### config.mk
export PLATFORM = sky130hd
export DESIGN_NAME = dot_prod_sched
export DESIGN_NICKNAME = d
export VERILOG_FILES = /design/src/rtl/dot_prod_sched.sv
export SDC_FILE = /design/constraint.sdc
export NUM_CORES = 1
export LEC_CHECK = 0
export ABC_AREA = 1
export CAP_MARGIN = 0
export CORE_ASPECT_RATIO = 0.5
export CORE_UTILIZATION = 55
export DETAILED_ROUTE_END_ITERATION = 10
export GPL_TIMING_DRIVEN = 0
export PLACE_DENSITY = 0.89
export SYNTH_ARGS = -nofsm -noshare
export SYNTH_HDL_FRONTEND = slang
export SYNTH_SLANG_ARGS = --single-unit
### constraint.sdc
create_clock -name clk -period 4.15 [get_ports clk]
set_clock_uncertainty 0.1 [all_clocks]
set_input_delay 0.6225 -clock clk [delete_from_list [all_inputs] [get_ports clk]]
set_output_delay 0.6225 -clock clk [all_outputs]
set_load 0.02 [all_outputs]
### src/rtl/dot_prod_sched.sv
// Lag-sweep sequencer: issues x/y sample reads for every (lag, k) pair,
// forwards tvalid into the dot-product pipeline and counts returned products.
module dot_prod_sched #(
  parameter int LENGTH     = 8,
  parameter int LAGS       = 4,
  parameter int ADDR_WIDTH = 8,
  parameter int LAG_WIDTH  = 2,
  parameter int CNT_WIDTH  = 6
) (
  input  logic                  clk,
  input  logic                  reset,
  input  logic                  start,
  input  logic [ADDR_WIDTH-1:0] y_offset,
  input  logic                  sink_ready,
  input  logic                  s_axis_product_tvalid,
  output logic                  rd_en,
  output logic [ADDR_WIDTH-1:0] x_addr,
  output logic [ADDR_WIDTH-1:0] y_addr,
  output logic                  m_axis_x_tvalid,
  output logic                  m_axis_y_tvalid,
  output logic                  pair_last,
  output logic [LAG_WIDTH-1:0]  lag_index,
  output logic                  lag_done,
  output logic                  busy,
  output logic                  done
);

  // state | meaning
  // IDLE  | waiting for start; products are ignored
  // ISSUE | issuing one (k, lag) pair per sink_ready cycle
  // DRAIN | all pairs issued, waiting for the remaining products
  typedef enum logic [1:0] {IDLE, ISSUE, DRAIN} state_t;

  localparam int KW = $clog2(LENGTH);
  localparam logic [KW-1:0]        K_LAST    = KW'(LENGTH - 1);
  localparam logic [LAG_WIDTH-1:0] LAG_LAST  = LAG_WIDTH'(LAGS - 1);
  localparam logic [CNT_WIDTH-1:0] CNT_TOTAL = CNT_WIDTH'(LENGTH * LAGS);

  state_t                 state;
  logic [KW-1:0]          k;
  logic [LAG_WIDTH-1:0]   lag;
  logic [ADDR_WIDTH-1:0]  y_base;
  logic                   issue_last;
  logic [LAG_WIDTH-1:0]   issue_lag;
  logic [CNT_WIDTH-1:0]   res_cnt;
  logic [KW-1:0]          prod_left;

  always_ff @(posedge clk) begin
    if (reset) begin
      state           <= IDLE;
      k               <= '0;
      lag             <= '0;
      y_base          <= '0;
      issue_last      <= 1'b0;
      issue_lag       <= '0;
      res_cnt         <= '0;
      prod_left       <= '0;
      rd_en           <= 1'b0;
      x_addr          <= '0;
      y_addr          <= '0;
      m_axis_x_tvalid <= 1'b0;
      m_axis_y_tvalid <= 1'b0;
      pair_last       <= 1'b0;
      lag_index       <= '0;
      lag_done        <= 1'b0;
      busy            <= 1'b0;
      done            <= 1'b0;
    end else begin
      rd_en           <= 1'b0;
      lag_done        <= 1'b0;
      done            <= 1'b0;
      // tvalid stage mirrors the previous cycle's issue
      m_axis_x_tvalid <= rd_en;
      m_axis_y_tvalid <= rd_en;
      pair_last       <= rd_en & issue_last;
      if (rd_en) lag_index <= issue_lag;

      case (state)
        IDLE: begin
          if (start) begin
            state     <= ISSUE;
            busy      <= 1'b1;
            y_base    <= y_offset;
            k         <= '0;
            lag       <= '0;
            res_cnt   <= '0;
            prod_left <= K_LAST;
          end
        end
        ISSUE, DRAIN: begin
          if (state == ISSUE && sink_ready) begin
            rd_en      <= 1'b1;
            x_addr     <= ADDR_WIDTH'(k);
            y_addr     <= y_base + ADDR_WIDTH'(k) + ADDR_WIDTH'(lag);
            issue_last <= (k == K_LAST);
            issue_lag  <= lag;
            if (k == K_LAST) begin
              k <= '0;
              if (lag == LAG_LAST) state <= DRAIN;
              else                 lag   <= lag + 1'b1;
            end else begin
              k <= k + 1'b1;
            end
          end
          if (s_axis_product_tvalid) begin
            res_cnt <= res_cnt + 1'b1;
            // down-counter per lag; terminal count marks a completed lag
            if (prod_left == '0) begin
              lag_done  <= 1'b1;
              prod_left <= K_LAST;
            end else begin
              prod_left <= prod_left - 1'b1;
            end
            if (res_cnt == CNT_TOTAL - 1'b1) begin
              state <= IDLE;
              busy  <= 1'b0;
              done  <= 1'b1;
            end
          end
        end
        default: state <= IDLE;
      endcase
    end
  end

endmodule
Yosys cells after proc, flatten, opt, wreduce, memory -nomap -nowiden
Index checks and enable logic that the tools add are counted.
{"block": "totals", "reg_bits": 46, "output_inout_bits": 25, "word_cells": 80}
{"block": "classes", "n_addsub": 6, "eq_ne": 11, "mux": 30, "bitwise_logic": 3, "n_reduce_logical": 13}
{"operator": "$mux W2", "n": 10}
{"operator": "$mux W3", "n": 6}
{"operator": "$mux W6", "n": 2}
{"operator": "$ne A2 B2 Y1 const B", "n": 6}
{"operator": "$pmux W3 S2", "n": 2}
{"operator": "$pmux W6 S2", "n": 1}
{"operator": "$add A8 B2 Y8", "n": 1}
{"operator": "$add A8 B3 Y8", "n": 1}
{"operator": "$pmux W2 S2", "n": 2}
{"operator": "$add A6 B1 Y6 const B", "n": 1}
{"operator": "$eq A6 B5 Y1 const B", "n": 1}
{"operator": "$mux W1", "n": 6}
{"operator": "$reduce_and A3 Y1", "n": 2}
{"operator": "$reduce_and A5 Y1", "n": 1}
{"operator": "$eq A2 B2 Y1 const B", "n": 2}
{"operator": "$reduce_and A2 Y1", "n": 2}
{"operator": "$reduce_and A4 Y1", "n": 1}
{"operator": "$reduce_or A2 Y1", "n": 2}
{"operator": "$add A3 B1 Y3 const B", "n": 1}
{"operator": "$eq A3 B3 Y1 const B", "n": 1}
{"operator": "$logic_not A3 Y1", "n": 1}
{"operator": "$reduce_or A3 Y1", "n": 1}
{"operator": "$sub A3 B1 Y3 const B", "n": 1}
{"operator": "$add A2 B1 Y2 const B", "n": 1}
{"operator": "other kinds (7)", "n": 8}

Logic depth before layout (Yosys ltp)
Gate-level depths: netlist of the first run.
{"block": "depth", "word_depth": 7, "mapped_depth": 14, "ltp_nobuf": 14}

Worst setup path before layout of the first run
Ideal clock, no wire load.
{"block": "synth_path", "path_kind": "reg-to-reg", "start": "register k[1]", "end": "register y_addr[7]", "arrival_ns": 1.951, "setup_slack_ns": 1.990, "path_stages_with_launch": 13, "n_path_buf": 0, "synth_period_minus_slack_ns": 2.160, "cell_sequence": "dfxtp_1 -> fa_1 -> ha_1 -> inv_1 -> fa_1 -> inv_1 -> nand2_1 -> nand2_1 -> nand3_1 -> nand2_1 -> nand3_1 -> nand2_1 -> inv_1"}
{"block": "synth_between", "elab_chain_cells": 2}
{"element": "from (decl)", "line": "40", "rtl": "logic [KW-1:0] k;"}
{"element": "from (signal assigned)", "line": "102", "rtl": "k <= k + 1'b1;"}
{"element": "$add A8 B3 Y8", "line": "94", "rtl": "y_addr <= y_base + ADDR_WIDTH'(k) + ADDR_WIDTH'(lag);"}
{"element": "$add A8 B2 Y8", "line": "94"}
{"element": "to (signal assigned)", "line": "94"}
{"element": "to (decl)", "line": "18", "rtl": "output logic [ADDR_WIDTH-1:0] y_addr,"}
Every way passes these cells.
A chain may end at the register's enable or synchronous reset.

Worst setup path in the final report of the first run
{"block": "layout_path", "start": "register k[0]", "end": "register y_addr[7]"}
Same word-level chain as after synthesis.

==> metrics.md, run 1 <==
| Metric | Value |
|---|---|
| WP buf/inv | `5` |
| Worst Hold End | `pair_last$_SDFF_PP0_` |
| Yosys top cell area share | `0.414` |
| Post-route DRC violation count | `0` |
| PwrDens | `between 300 and 400 nW/µm²` |
| Reg clk slew, reported paths | `approximately 0.09 ns` |
| Hold WS | `0.338 ns` |
| Crit path max fanout | `4` |
| CP endpoint kind | `register` |
| Fmax | `slightly above 0.4 GHz` |
| Critical path cell sequence | `inv_1, fa_1, inv_1, ha_1, inv_1, fa_1, inv_1, nand2_1, nand2_1, nand3_1, nand2_1, nand3_1, nand2_1, inv_1` |
| Reg power frac | `0.454` |
| Most Crowded Layer GR | `met2` |
| Area growth syn-to-layout | `23.9%` |
| Post-synth top flop | `dfxtp_1` |
| Gate power share | `0.152` |
| Sequential fraction of the synthesis area | `0.414` |
| Setup CP Type | `reg -> reg` |
| RSZ-0062 raised after global routing | `false` |
| #FFs+latches synth | `46` |
| Ant. Diodes | `0` |
| Design area | `roughly 2800 µm²` |
| CTS sink cnt | `46` |
| Slack of the worst reg-to-reg path | `~1.7 ns` |
| Most used cell along the critical path | `inv_1` |
| Overall power | `approximately 1.0 mW` |
| Maximum vdd drop | `roughly 240 µV` |
| Final Hold Vio Count | `0` |
| Yosys top cell by area | `dfxtp_1` |
| Post-CTS setup buffers | `0` |
| Internal | `0.782 mW` |
| Pre-antenna DRT Iters | `4` |
| I/O pins | `38` |
| Final Util | `0.757` |
| Initial antenna violation count | `0` |
| Critical path arrival | `about 2.6 ns` |
| Hold Path Depth | `2` |
| EDFF count, synth | `0` |
| Max clock buf depth | `2` |
| Hold Startpoint | `issue_last$_SDFFE_PP0P_` |
| Crit path required time | `~4.3 ns` |
| Clock share of power | `0.394` |
| R2r startpoint | `k[0]$_SDFFE_PP0P_` |
| TNS Setup | `0 ns` |
| Port bufs | `31` |
| Post-DP HPWL | `~3700 µm` |
| Net Sw Frac | `0.255` |
| Placer congestion estimate | `just over 0.8` |
| GRT Total Usage | `0.257` |
| CTS Hold Bufs | `0` |
| Chip Width | `between 90 and 100 µm` |
| CTS tree | `yes` |
| Die ar. | `approximately 4300 µm²` |
| Psw | `about 0.27 mW` |
| Routed via count | `roughly 2100` |
| Wire length after detailed routing | `~5000 µm` |
| Top cells by area, synth | `dfxtp_1, nand2_1, ha_1` |
| First-pass GRT wire length | `8270 µm` |
| Final setup violation count | `0` |
| Initial Util | `0.611` |
| Num CTS Buffers | `5` |
| Reg2reg path depth | `14` |
| Layout cells sized above 1 | `0.0882` |
| Post-DP Area | `around 2600 µm²` |
| Core Region | `~3600 µm²` |
| Synthesized area per cell | `between 7 and 8 µm²` |
| Delay-heaviest family, CP | `adder cells` |
| Non-filler cells, final | `a little under 400` |
| Post-route minimum period | `between 2 and 2.5 ns` |
| Worst Slack Setup Final | `about 1.7 ns` |
| Number of global-route vias before repair | `1897` |
| R2r endpoint | `y_addr[7]$_SDFFE_PP0P_` |
| Post-Syn Instances | `a little under 300` |
| Asr flop ratio synth | `0` |
| Final slew viol count | `0` |
| DRT iter0 DRCs | `~140` |
| Met2 usage | `0.445` |
| Crit path largest cell delay | `between 0.4 and 0.5 ns` |
| Worst setup SP type | `register` |
| CP max stage cell | `fa_1` |
| Clock latency on the worst-skew pair | `0.31 ns` |
| CTS root buf | `clkbuf_8` |
| Synth warn | `0` |
| Placed cells | `between 300 and 400` |
| Overflow after GRT | `0` |
| Met1 Track Usage GR | `0.309` |
| DP Worst Slack | `between 1.5 and 2 ns` |
| Hold WC Path Type | `reg -> reg` |
| Nets | `368` |
| Distinct cells, synth | `27` |
| GR met3 Demand/Resource | `0.0728` |
| Mapped cell area | `2220 µm²` |
| Largest net degree at the start of global routing | `15` |
| Antenna Violating Nets Remaining | `0` |
| Leakage | `1.21 nW` |
| Row count | `15` |
| WL/cell | `around 13 µm` |
| MaxCap Viol Count | `0` |
| Via density | `between 5 and 6` |
| Fin crit share | `0.599` |
| Run status | `finished clean` |
| Htree depth | `2` |
| Cells resized by post-CTS repair | `0` |
| Die Ht | `about 47 µm` |
per-layer routing:
| layer | part of all wire | vias up |
|---|---|---|
| met2 | 0.48 | 76 |
| met1 | 0.43 | 959 |
| met3 | 0.070 | 14 |
| met4 | 0.020 | 0 |
| met5 | 0 | - |
| li1 | - | 1027 |
sequential cells by signal, summed over array words and instances, names as in the netlist:
| name | count |
|---|---|
| prod_left | 3 |
| x_addr | 3 |
| lag_done | 1 |
| lag | 2 |
| res_cnt | 6 |
| state | 2 |
| pair_last | 1 |
| lag_index | 2 |
| rd_en | 1 |
| y_addr | 8 |
| m_axis_y_tvalid | 1 |
| y_base | 8 |
| issue_lag | 2 |
| busy | 1 |
| issue_last | 1 |
| done | 1 |
| k | 3 |
tightest hold or removal path, stage by stage (launching register included):
cell,delay (ns)
dfxtp_1,0.31
inv_1,0.06
nor3_1,0.04
power groups by stage:
stage / registers [mW] / logic (mW) / clock network, mW
after floorplan: 0.490 / 0.103 / 0
after global placement: 0.485 / 0.149 / 0
final: 0.477 / 0.159 / 0.413
after CTS: 0.477 / 0.159 / 0.413
after detailed placement: 0.487 / 0.157 / 0
after global routing: 0.480 / 0.178 / 0.434
worst max-delay path by stage:
stage,start,end,slack [ns],cells past startpoint
detailed placement,k[0]$_SDFFE_PP0P_,y_addr[7]$_SDFFE_PP0P_,1.76,14
floorplan,k[1]$_SDFFE_PP0P_,y_addr[7]$_SDFFE_PP0P_,1.99,12
global placement,k[0]$_SDFFE_PP0P_,y_addr[7]$_SDFFE_PP0P_,1.84,14
CTS,k[0]$_SDFFE_PP0P_,y_addr[7]$_SDFFE_PP0P_,1.70,14
global route,k[0]$_SDFFE_PP0P_,y_addr[7]$_SDFFE_PP0P_,1.56,14
finish,k[0]$_SDFFE_PP0P_,y_addr[7]$_SDFFE_PP0P_,1.66,14
cells by family after synthesis:
logic type | Yosys count | share of synthesized area
and+or+nand+nor | 119 | 0.230
AOI/OAI and AO/OA | 59 | 0.142
adders and majority gates | 16 | 0.100
buffers and inverters | 55 | 0.108
xor gates and xnor gates | 1 | 0.00394
other | 1 | 0.00169
DFF | 46 | 0.414
cell usage after synthesis (3+ instances only):
cell / n
dfxtp_1: 46
o21ai_0: 30
inv_1: 39
nand2_1: 48
nor3_1: 4
nor2_1: 38
buf_2: 6
ha_1: 13
buf_4: 7
nand3_1: 20
nand2_2: 3
fa_1: 3
a21oi_1: 21
final cells by class:
type,count,area (µm²)
multi-input cells,200,1080
fillers,262,886
repair buffers,31,310
well taps,51,63.8
flip-flops and latches,46,921
clock inverters,2,60.1
inverters,41,154
plain buffers,14,86.3
clock buffers,6,82.6
layout by cell type (no fill, tap or decap), types with 2 or more instances in the layout:
cell,netlist,layout
nand2_1,48,48
dfxtp_1,46,46
inv_1,39,39
nor2_1,38,38
clkdlybuf4s50_1,0,31
o21ai_0,30,30
a21oi_1,21,21
nand3_1,20,20
ha_1,13,13
buf_4,7,7
buf_2,6,6
clkbuf_8,0,6
conb_1,1,5
nor3_1,4,4
nand2_2,3,3
fa_1,3,3
inv_2,2,2
o21bai_1,2,2
nor2_4,2,2
nand4_1,2,2
o21a_1,2,2
bufinv_16,0,2
Note: power is estimated with default switching activity, not from simulation.
==> inputs of run 2 (changes only) <==
- CORE_UTILIZATION: 55 -> 52
- PLACE_DENSITY: 0.89 -> 0.86
- clock period: 4.15 -> 2.3 ns (I/O delays scaled with it)
==> run 2 against run 1 <==
Net effect: register-to-register slack got worse by 1.6 ns; global-route usage shrank 2.8 points; routed wire length is 2.8% higher; first-iteration DRC count down 7.1%; fmax is 13% higher; critical path depth decreased by 2; critical endpoint unchanged; highest routed layer unchanged.
==> metrics.md, run 2 (synthesis results as in run 1) <==
| Metric | Value |
|---|---|
| Largest net degree at the start of global routing | `14` |
| Gate power share | `0.182` |
| RSZ-0062 raised after global routing | `false` |
| Fin crit share | `0.960` |
| DRT iter0 DRCs | `about 130` |
| Overall power | `~1.7 mW` |
| Chip Width | `between 90 and 100 µm` |
| Pre-antenna DRT Iters | `7` |
| Worst Slack Setup Final | `around 0.093 ns` |
| Final setup violation count | `0` |
| Worst setup SP type | `register` |
| I/O pins | `38` |
| Post-DP HPWL | `about 3600 µm` |
| Row count | `16` |
| WP buf/inv | `3` |
| Reg2reg path depth | `12` |
| Nets | `roughly 370` |
| Clock latency on the worst-skew pair | `around 0.3 ns` |
| Commonest non-fill, non-tap cell in the layout | `nand2_1` |
| Reg area | `927 µm²` |
| Num CTS Buffers | `5` |
| Internal | `about 1.2 mW` |
| Most frequent cells in the layout | `nand2_1, dfxtp_1, inv_1, nor2_1, clkdlybuf4s50_1` |
| Placer congestion estimate | `around 0.84` |
| Final Hold Vio Count | `0` |
| Crit path required time | `roughly 2.4 ns` |
| Initial antenna violation count | `0` |
| Overflow after GRT | `0` |
| Max clock buf depth | `2` |
| First-pass GRT wire length | `a little under 8000 µm` |
| Ant. Diodes | `0` |
| Fmax | `0.453 GHz` |
| Setup CP Type | `reg -> reg` |
| Crit path largest cell delay | `around 0.57 ns` |
| Die Ht | `roughly 48 µm` |
| Post-route DRC violation count | `0` |
| R2r endpoint | `y_addr[7]$_SDFFE_PP0P_` |
| Hold WC Path Type | `in -> reg` |
| DP Worst Slack | `-0.0871 ns` |
| Final slew viol count | `0` |
| Non-filler cells, final | `roughly 400` |
| CTS tree | `yes` |
| Reg clk slew, reported paths | `0.09 ns` |
| GRT Total Usage | `0.228` |
| Routed via count | `between 2000 and 2500` |
| PwrDens | `between 600 and 700 nW/µm²` |
| Critical path cell sequence | `fa_1, ha_4, inv_1, fa_2, inv_1, nand2_1, nand2_2, nand3_1, nand2_1, nand3_1, nand2_1, inv_1` |
| Clock share of power | `0.308` |
| Worst Hold End | `busy$_SDFFE_PP0P_` |
| Via density | `5.23` |
| Reg power frac | `0.511` |
| Number of global-route vias before repair | `~1800` |
| Htree depth | `2` |
| R2r startpoint | `k[1]$_SDFFE_PP0P_` |
| MaxCap Viol Count | `0` |
| Port bufs | `31` |
| WL/cell | `approximately 13 µm` |
| Hold Startpoint | `reset` |
| Hold Path Depth | `2` |
| Core Region | `4000 µm²` |
| Antenna Violating Nets Remaining | `0` |
| Wire length after detailed routing | `between 5000 and 6000 µm` |
| Maximum vdd drop | `between 300 and 400 µV` |
| Delay-heaviest family, CP | `adder cells` |
| CTS root buf | `clkbuf_8` |
| Initial Util | `0.555` |
| Slack of the worst reg-to-reg path | `0.09 ns` |
| CP max stage cell | `fa_1` |
| Fillcell total | `around 330` |
| CTS Hold Bufs | `0` |
| Final Util | `0.690` |
| CTS sink cnt | `46` |
| Psw | `~0.48 mW` |
| Net Sw Frac | `0.288` |
| Critical path arrival | `2.32 ns` |
| Multi-input logic area | `approximately 1100 µm²` |
| Die ar. | `approximately 4600 µm²` |
| Biggest regs | `y_addr x8, y_base x8, res_cnt x6` |
| Run status | `finished clean` |
| Leakage | `1.21 nW` |
| Layout cells sized above 1 | `0.119` |
| CP endpoint kind | `register` |
| Post-route minimum period | `2.21 ns` |
| Placed cells | `386` |
| Area growth syn-to-layout | `24.3%` |
| Crit path max fanout | `4` |
[run 2: changes by cell type in the layout (fill, tap and decap cells not counted), moves of 2 or more]
cell       before  now
buf_4           7   11
dfxtp_1        46   43
bufinv_16       2    0
dfxtp_2         0    2
fa_1            3    1
fa_2            0    2
[run 2: worst max-delay path by stage]
stage,end,from,cells after the start
6_report,y_addr[7]$_SDFFE_PP0P_,k[1]$_SDFFE_PP0P_,12
5_1_grt,y_addr[7]$_SDFFE_PP0P_,lag[1]$_SDFFE_PP0P_,12
4_1_cts,y_addr[7]$_SDFFE_PP0P_,k[0]$_SDFFE_PP0P_,14
3_5_place_dp,y_addr[7]$_SDFFE_PP0P_,k[0]$_SDFFE_PP0P_,14
3_3_place_gp,y_addr[7]$_SDFFE_PP0P_,k[0]$_SDFFE_PP0P_,14
2_1_floorplan,y_addr[7]$_SDFFE_PP0P_,k[1]$_SDFFE_PP0P_,12
[run 2: layout make-up]
type                       count  area share
buffer                        14      0.0312
clock buffer                   7      0.0312
clock inverter                 1     0.00181
inverter                      41      0.0557
multi-input combinational    200       0.397
sequential                    46       0.335
tap                           54      0.0244
timing repair buffer          35       0.123
[run 2: power by group through the flow]
stage          Combinational, mW  Sequential [mW]  Clock, mW
2_1_floorplan              0.186            0.884          0
3_3_place_gp               0.269            0.876          0
3_5_place_dp               0.284            0.878          0
4_1_cts                    0.293            0.860      0.516
5_1_grt                    0.341            0.864      0.555
6_report                   0.305            0.859      0.517
[run 2: what timing repair did]
item,4_1_cts,5_1_grt
gates cloned,0,0
endpoints found under the hold margin,0,0
endpoints found under the setup margin,2,2
setup buffers,0,4
pin swaps,1,4
gates resized for setup,4,6
[run 2: through the flow]
| step | hold slack, ns | area (µm²) | TNS [ns] |
|---|---|---|---|
| after CTS | 0.251 | 2720 | 0 |
| after floorplan | 0.315 | 2240 | 0 |
| after global routing | 0.286 | 2760 | 0 |
| final | 0.252 | 2760 | 0 |
| after detailed placement | 0.349 | 2620 | -0.0905 |
| after global placement | 0.331 | 2620 | -0.0187 |
[run 2: routing by layer]
layer	part of all wire	vias up	GRT usage	routed length [µm]
met3	0.059	17	0.0561	301
li1	-	1038	-	-
met1	0.43	945	0.268	2220
met2	0.49	80	0.422	2510
met4	0.020	0	0.100	103
met5	0	-	0	0
[run 2: worst reg2reg max path, stage by stage (launching register included)]
cell and delay, ns:
dfxtp_4 0.36, fa_1 0.57, ha_4 0.15, inv_1 0.05, fa_2 0.34, inv_1 0.06, nand2_1 0.06, nand2_2 0.11
nand3_1 0.07, nand2_1 0.07, nand3_1 0.07, nand2_1 0.07, inv_1 0.03
